[config.mk]
export PLATFORM = sky130hd
export DESIGN_NAME = csr_apb_slave
export DESIGN_NICKNAME = d
export VERILOG_FILES = /design/src/rtl/csr_apb_slave.sv
export SDC_FILE = /design/constraint.sdc
export NUM_CORES = 1
export LEC_CHECK = 0
export ABC_AREA = 1
export ABC_CLOCK_PERIOD_IN_PS = 2000
export CAP_MARGIN = 40
export CORE_MARGIN = 3
export CORE_UTILIZATION = 40
export DETAILED_ROUTE_END_ITERATION = 10
export PLACE_DENSITY = 0.85
export RECOVER_POWER = 25
export SKIP_LAST_GASP = 1
export SLEW_MARGIN = 20
export SYNTH_ARGS = -nofsm -noshare
export SYNTH_HDL_FRONTEND = slang
export SYNTH_SLANG_ARGS = --single-unit
[constraint.sdc]
create_clock -name clk -period 2 [get_ports clk]
set_input_delay 0.4 -clock clk [delete_from_list [all_inputs] [get_ports clk]]
set_output_delay 0.4 -clock clk [all_outputs]
set_load 0.02 [all_outputs]
[src/rtl/csr_apb_slave.sv]
// APB3 slave for the ALU CSR block: decodes six CSR addresses, strobes the
// operand registers, feeds FIFO_IN, drains FIFO_OUT and counts bus errors.
`timescale 1ns/1ps

module csr_apb_slave #(
    parameter int                    ADDR_W    = 3,
    parameter int                    DATA_W    = 32,
    parameter int                    RES_W     = 25,
    parameter int                    OP_W      = 2,
    parameter logic [2**OP_W-1:0]    VALID_OPS = 4'b0110,
    parameter int                    START_POS = 2,
    parameter int                    RD_WAIT   = 1,
    parameter int                    ERR_W     = 8
) (
    input  logic              clk,
    input  logic              rst_n,
    input  logic [ADDR_W-1:0] paddr,
    input  logic              psel,
    input  logic              penable,
    input  logic              pwrite,
    input  logic [DATA_W-1:0] pwdata,
    output logic              pready,
    output logic              pslverr,
    output logic [DATA_W-1:0] prdata,
    output logic [2:0]        wr_en,
    output logic [DATA_W-1:0] wr_data,
    input  logic              full_in,
    output logic              w_en_in,
    input  logic              empty_out,
    input  logic [RES_W-1:0]  final_result,
    input  logic [RES_W-1:0]  fifo_out_status,
    output logic              r_en_out,
    output logic [1:0]        fsm_state
);

    // APB handshake: a transfer is set up when psel=1 and penable=0, then held
    // with penable=1; it completes in the cycle where psel=1 and pready=1.
    // pslverr and prdata are meaningful only in that completion cycle.

    typedef enum logic [1:0] {
        IDLE   = 2'd0,
        SETUP  = 2'd1,
        ACCESS = 2'd2
    } state_t;

    localparam logic [ADDR_W-1:0] A_CTRL   = ADDR_W'(0);
    localparam logic [ADDR_W-1:0] A_RES    = ADDR_W'(3);
    localparam logic [ADDR_W-1:0] A_STATUS = ADDR_W'(4);
    localparam logic [ADDR_W-1:0] A_ERRCNT = ADDR_W'(5);
    localparam logic [ADDR_W-1:0] A_LIMIT  = ADDR_W'(6);
    localparam logic [ERR_W-1:0]  ERR_MAX  = {ERR_W{1'b1}};

    state_t              state;
    state_t              state_next;
    logic [ADDR_W-1:0]   acc_addr;
    logic                acc_write;
    logic                acc_err;
    logic [3:0]          wait_cnt;
    logic [ERR_W-1:0]    err_cnt;

    logic                is_reg;
    logic                is_res;
    logic                op_ok;
    logic                setup_err;
    logic [3:0]          setup_wait;
    logic                done;
    logic                ok_done;

    // Error decode works on the live bus; APB keeps it stable through SETUP.
    always_comb begin
        is_reg    = (paddr < ADDR_W'(3));
        is_res    = (paddr == A_RES);
        op_ok     = VALID_OPS[pwdata[OP_W-1:0]];
        setup_err = 1'b0;
        if (paddr >= A_LIMIT)
            setup_err = 1'b1;
        if (!pwrite && is_reg)
            setup_err = 1'b1;
        if (pwrite && !is_reg)
            setup_err = 1'b1;
        if (pwrite && is_reg && full_in)
            setup_err = 1'b1;
        if (!pwrite && is_res && empty_out)
            setup_err = 1'b1;
        if (pwrite && (paddr == A_CTRL) && !op_ok)
            setup_err = 1'b1;
        setup_wait = (!pwrite && !setup_err) ? 4'(RD_WAIT) : 4'd0;
    end

    always_ff @(posedge clk or negedge rst_n) begin
        if (!rst_n)
            state <= IDLE;
        else
            state <= state_next;
    end

    always_comb begin
        state_next = state;
        pready     = 1'b0;
        case (state)
            IDLE: begin
                if (psel && !penable)
                    state_next = SETUP;
            end
            SETUP: begin
                state_next = ACCESS;
            end
            ACCESS: begin
                pready = (wait_cnt == 4'd0);
                if (!psel || wait_cnt == 4'd0)
                    state_next = IDLE;
            end
            default: begin
                state_next = IDLE;
            end
        endcase
    end

    assign fsm_state = state;
    assign pslverr   = pready && acc_err;
    assign done      = pready && psel;
    assign ok_done   = done && !acc_err;
    assign r_en_out  = pready && !acc_err && !acc_write && (acc_addr == A_RES);

    always_comb begin
        wr_en = 3'b000;
        if (ok_done && acc_write && acc_addr < ADDR_W'(3))
            wr_en = 3'b001 << acc_addr[1:0];
    end

    always_comb begin
        prdata = '0;
        if (pready && !acc_err && !acc_write) begin
            case (acc_addr)
                A_RES:    prdata = DATA_W'(final_result);
                A_STATUS: prdata = DATA_W'({empty_out, full_in, fifo_out_status});
                A_ERRCNT: prdata = DATA_W'(err_cnt);
                default:  prdata = '0;
            endcase
        end
    end

    // Transfer context; the wait counter only moves while psel is held.
    always_ff @(posedge clk or negedge rst_n) begin
        if (!rst_n) begin
            acc_addr  <= '0;
            acc_write <= 1'b0;
            acc_err   <= 1'b0;
            wr_data   <= '0;
            wait_cnt  <= 4'd0;
        end else if (state == SETUP) begin
            acc_addr  <= paddr;
            acc_write <= pwrite;
            acc_err   <= setup_err;
            wr_data   <= pwdata;
            wait_cnt  <= setup_wait;
        end else if (state == ACCESS && psel && wait_cnt != 4'd0) begin
            wait_cnt  <= wait_cnt - 4'd1;
        end
    end

    always_ff @(posedge clk or negedge rst_n) begin
        if (!rst_n)
            w_en_in <= 1'b0;
        else
            w_en_in <= ok_done && acc_write && (acc_addr == A_CTRL) && wr_data[START_POS];
    end

    // Saturating error count; a successful ERRCNT read clears it after returning it.
    always_ff @(posedge clk or negedge rst_n) begin
        if (!rst_n)
            err_cnt <= '0;
        else if (done && acc_err) begin
            if (err_cnt != ERR_MAX)
                err_cnt <= err_cnt + ERR_W'(1);
        end else if (ok_done && !acc_write && acc_addr == A_ERRCNT)
            err_cnt <= '0;
    end

endmodule

==> impl_metrics.ini <==
[outcome]
status = finished with violations
violations = setup timing

[routing]
drtIter0Drc = 139
top_layer_used = met4
dr_wl_met2_mm = 5.27
via_per_inst = 4.77
firstDrtPassIters = 4
wirelength_mm = 10.2
met1_length_mm = 3.80
drc_errors = 0
num_vias = 3540
ant_nets = 0
wl_per_cell_um = 13.8
dr_wl_met3_um = 933

[sta]
worst_pin_slew_ns = 1.40
layout_setup_ws_ns = -0.136
period_share_pct = 107
final_hold_viol_count = 0
max_slew_margin_pct = 6.84
fmax_mhz = 468
rsz0062_at_grt = yes
layout_min_cycle_time_ns = 2.14
setup_viol = 30
skew_ns = 0.0105
drv_slew = 0

[cts]
numCtsBuffers = 5
cts_tree = built
clk_path_buf_depth = 2
clock-sinks = 52
root_buffer = clkbuf_8
cts.clk_slew.worst_paths_ns = 0.10
cts_max_level = 2
cts_hold_buffers = 0
clk_latency_ns = 0.30

[cells_and_area]
final_nets = 736
syn2layout_area_growth_pct = 74.4
n_antenna_cell = 0
fillCellCount = 552
drive_above_1_share_pct = 22.2
postLayoutCoreUtil_pct = 73.0

[logic_synthesis]
yosysTopAreaCell = dfrtp_1
netlist_top_cells_count = nand2_1, dfrtp_1, inv_1, nand3_1, nor2_1
synth.area.top_cells = dfrtp_1, nand2_1, inv_1
syn_inst = 444
synthFlopType = dfrtp_1
async_flop_share_pct = 100
synth_seq_area_share_pct = 42.4
yosys.cell_types.count = 33
yosys_warnings = 0
syn_avg_cell_area_um2 = 6.91
synth_top_area_share_pct = 42.4
synth_edf_count = 0
syn_area_um2 = 3070
yosysMostFrequentCell = nand2_1
ys_ff_latch = 52

[global_routing]
grt_pass1_wl_mm = 15.6
grt_pass1_vias = 3545
grt.total_usage_pct = 22.3
grt.overflow.total = 0
grt_max_degree = 35
antenna_found_initial = 0

[power_and_ir_drop]
power_density_nw_per_um2 = 989
total_power_w = 0.00529
ir_drop_mv = 0.806
power_leakage_nw = 2.74

[setup_path]
max_stage_delay_ns = 0.42
critPathKind = register to primary output
slowest_stage = dfrtp_1
worstPathArrival_ns = 1.74
cp_cell_sequence = inv_2, ha_4, nand3_4, nor2_4, buf_6, buf_16, inv_6, nor3_2, buf_4
crit_path_end_kind = primary output
crit_fanout = 5
worstPathRequired_ns = 1.60
startpoint_type = register

[placed_design]
io_buffer_count = 159
routabilityCongestion = 0.852
dp_hpwl_mm = 7.50

[floorplanning]
die_w_um = 93.6
die-area_um2 = 8760
core_area_um2 = 7330
rows = 31
start_util_pct = 41.9
pin_count = 165
die_y_um = 93.6

[run]
drv_cap = 0

[min_path]
min_path_type = primary input to async pin
-- cell usage in the layout (no fill, tap or decap), drive strengths merged --
cell,n
ha,2
nor2,27
nand2,230
buf,78
clkdlybuf4s50,124
nor4,1
clkinv,2
inv,50
o211ai,3
o22ai,1
dfrtp,52
a21oi,6
o21ai,7
nor3,6
dlymetal6s2s,1
xor2,3
xnor2,1
conb,5
nand3,26
or2,1
o21bai,1
clkbuf,9
a31oi,3
nand4,4
-- power breakdown --
group          total, W  switching [W]  leakage [nW]  internal [W]
registers       0.00176       0.000312         0.654       0.00145
clock network  0.000604       0.000347        0.0462      0.000257
logic           0.00293        0.00153          2.04       0.00140
-- layer usage --
layer  vias up  global-route usage, %
met1      1621                   23.4
met5         -                      0
met2       159                   42.5
met4         0                   6.86
li1       1740                      -
met3        20                   6.11
-- state kept, by name, indices dropped and copies added (netlist names) --
name / flops
wait_cnt: 4
fsm_state: 2
w_en_in: 1
acc_write: 1
acc_err: 1
acc_addr: 3
err_cnt: 8
wr_data: 32
-- cells by family (layout without fill, tap and decap cells) --
| group | after synthesis | count (layout) | synth area share [%] |
|---|---|---|---|
| adders and majority gates | 2 | 2 | 0.815 |
| other | 1 | 5 | 0.122 |
| DFF | 52 | 52 | 42.4 |
| and+or+nand+nor | 295 | 295 | 40.7 |
| AOI/OAI and AO/OA | 21 | 21 | 3.91 |
| buffers and inverters | 69 | 264 | 10.9 |
| xor gates and xnor gates | 4 | 4 | 1.14 |
-- area by class of cell --
type                            count  area [um2]  area share [%]
Sequential cell                    52        1300            24.4
Tap cell                           99         124            2.31
Multi-Input combinational cell    327        1630            30.5
Clock inverter                      2        17.5           0.327
Inverter                           50         204            3.81
Clock buffer                        6        72.6            1.36
Timing Repair Buffer              206        2000            37.3
-- worst max-delay path, delay by kind of cell (launching register included) --
family / cells / cell delay [ns]
adders and majority gates: 1 / 0.14
buffers and inverters: 5 / 0.56
DFF: 1 / 0.42
and+or+nand+nor: 3 / 0.32
-- per-stage QoR --
step | hold slack [ns] | cells | setup WS [ns] | cell area, um2 | setup TNS [ns]
floorplan | 0.104 | 448 | 0.0897 | 3080 | 0
global placement | 0.451 | 723 | -0.509 | 4980 | -6.92
detailed placement | 0.452 | 723 | -0.501 | 4980 | -8.20
CTS | 0.109 | 739 | -0.163 | 5200 | -2.89
global route | 0.508 | 742 | -0.245 | 5350 | -6.11
finish | 0.394 | 742 | -0.136 | 5350 | -2.13
-- path summary, 6_finish.rpt --
kind	slack, ns	startpoint	depth (start not counted)	endpoint
setup / recovery	-0.14	wait_cnt[1]	9	prdata[25]
min in group clk	0.49	wr_data[0]	2	wr_data[0]
hold / removal	0.39	rst_n	1	wr_data[19]
hold reg to reg	0.49	wr_data[0]	2	wr_data[0]
max in group asynchronous	0.30	rst_n	2	wr_data[1]
setup reg to reg	0.21	fsm_state[0]	6	wr_data[15]
-- repair_timing --
action,in CTS,in global routing
setup endpoints to repair,33,39
gates cloned,2,0
pin swaps,6,6
gates resized for setup,200,42
buffers inserted,6,4
endpoints found under the hold margin,0,0
No activity file was read; power rests on OpenSTA's default activity.
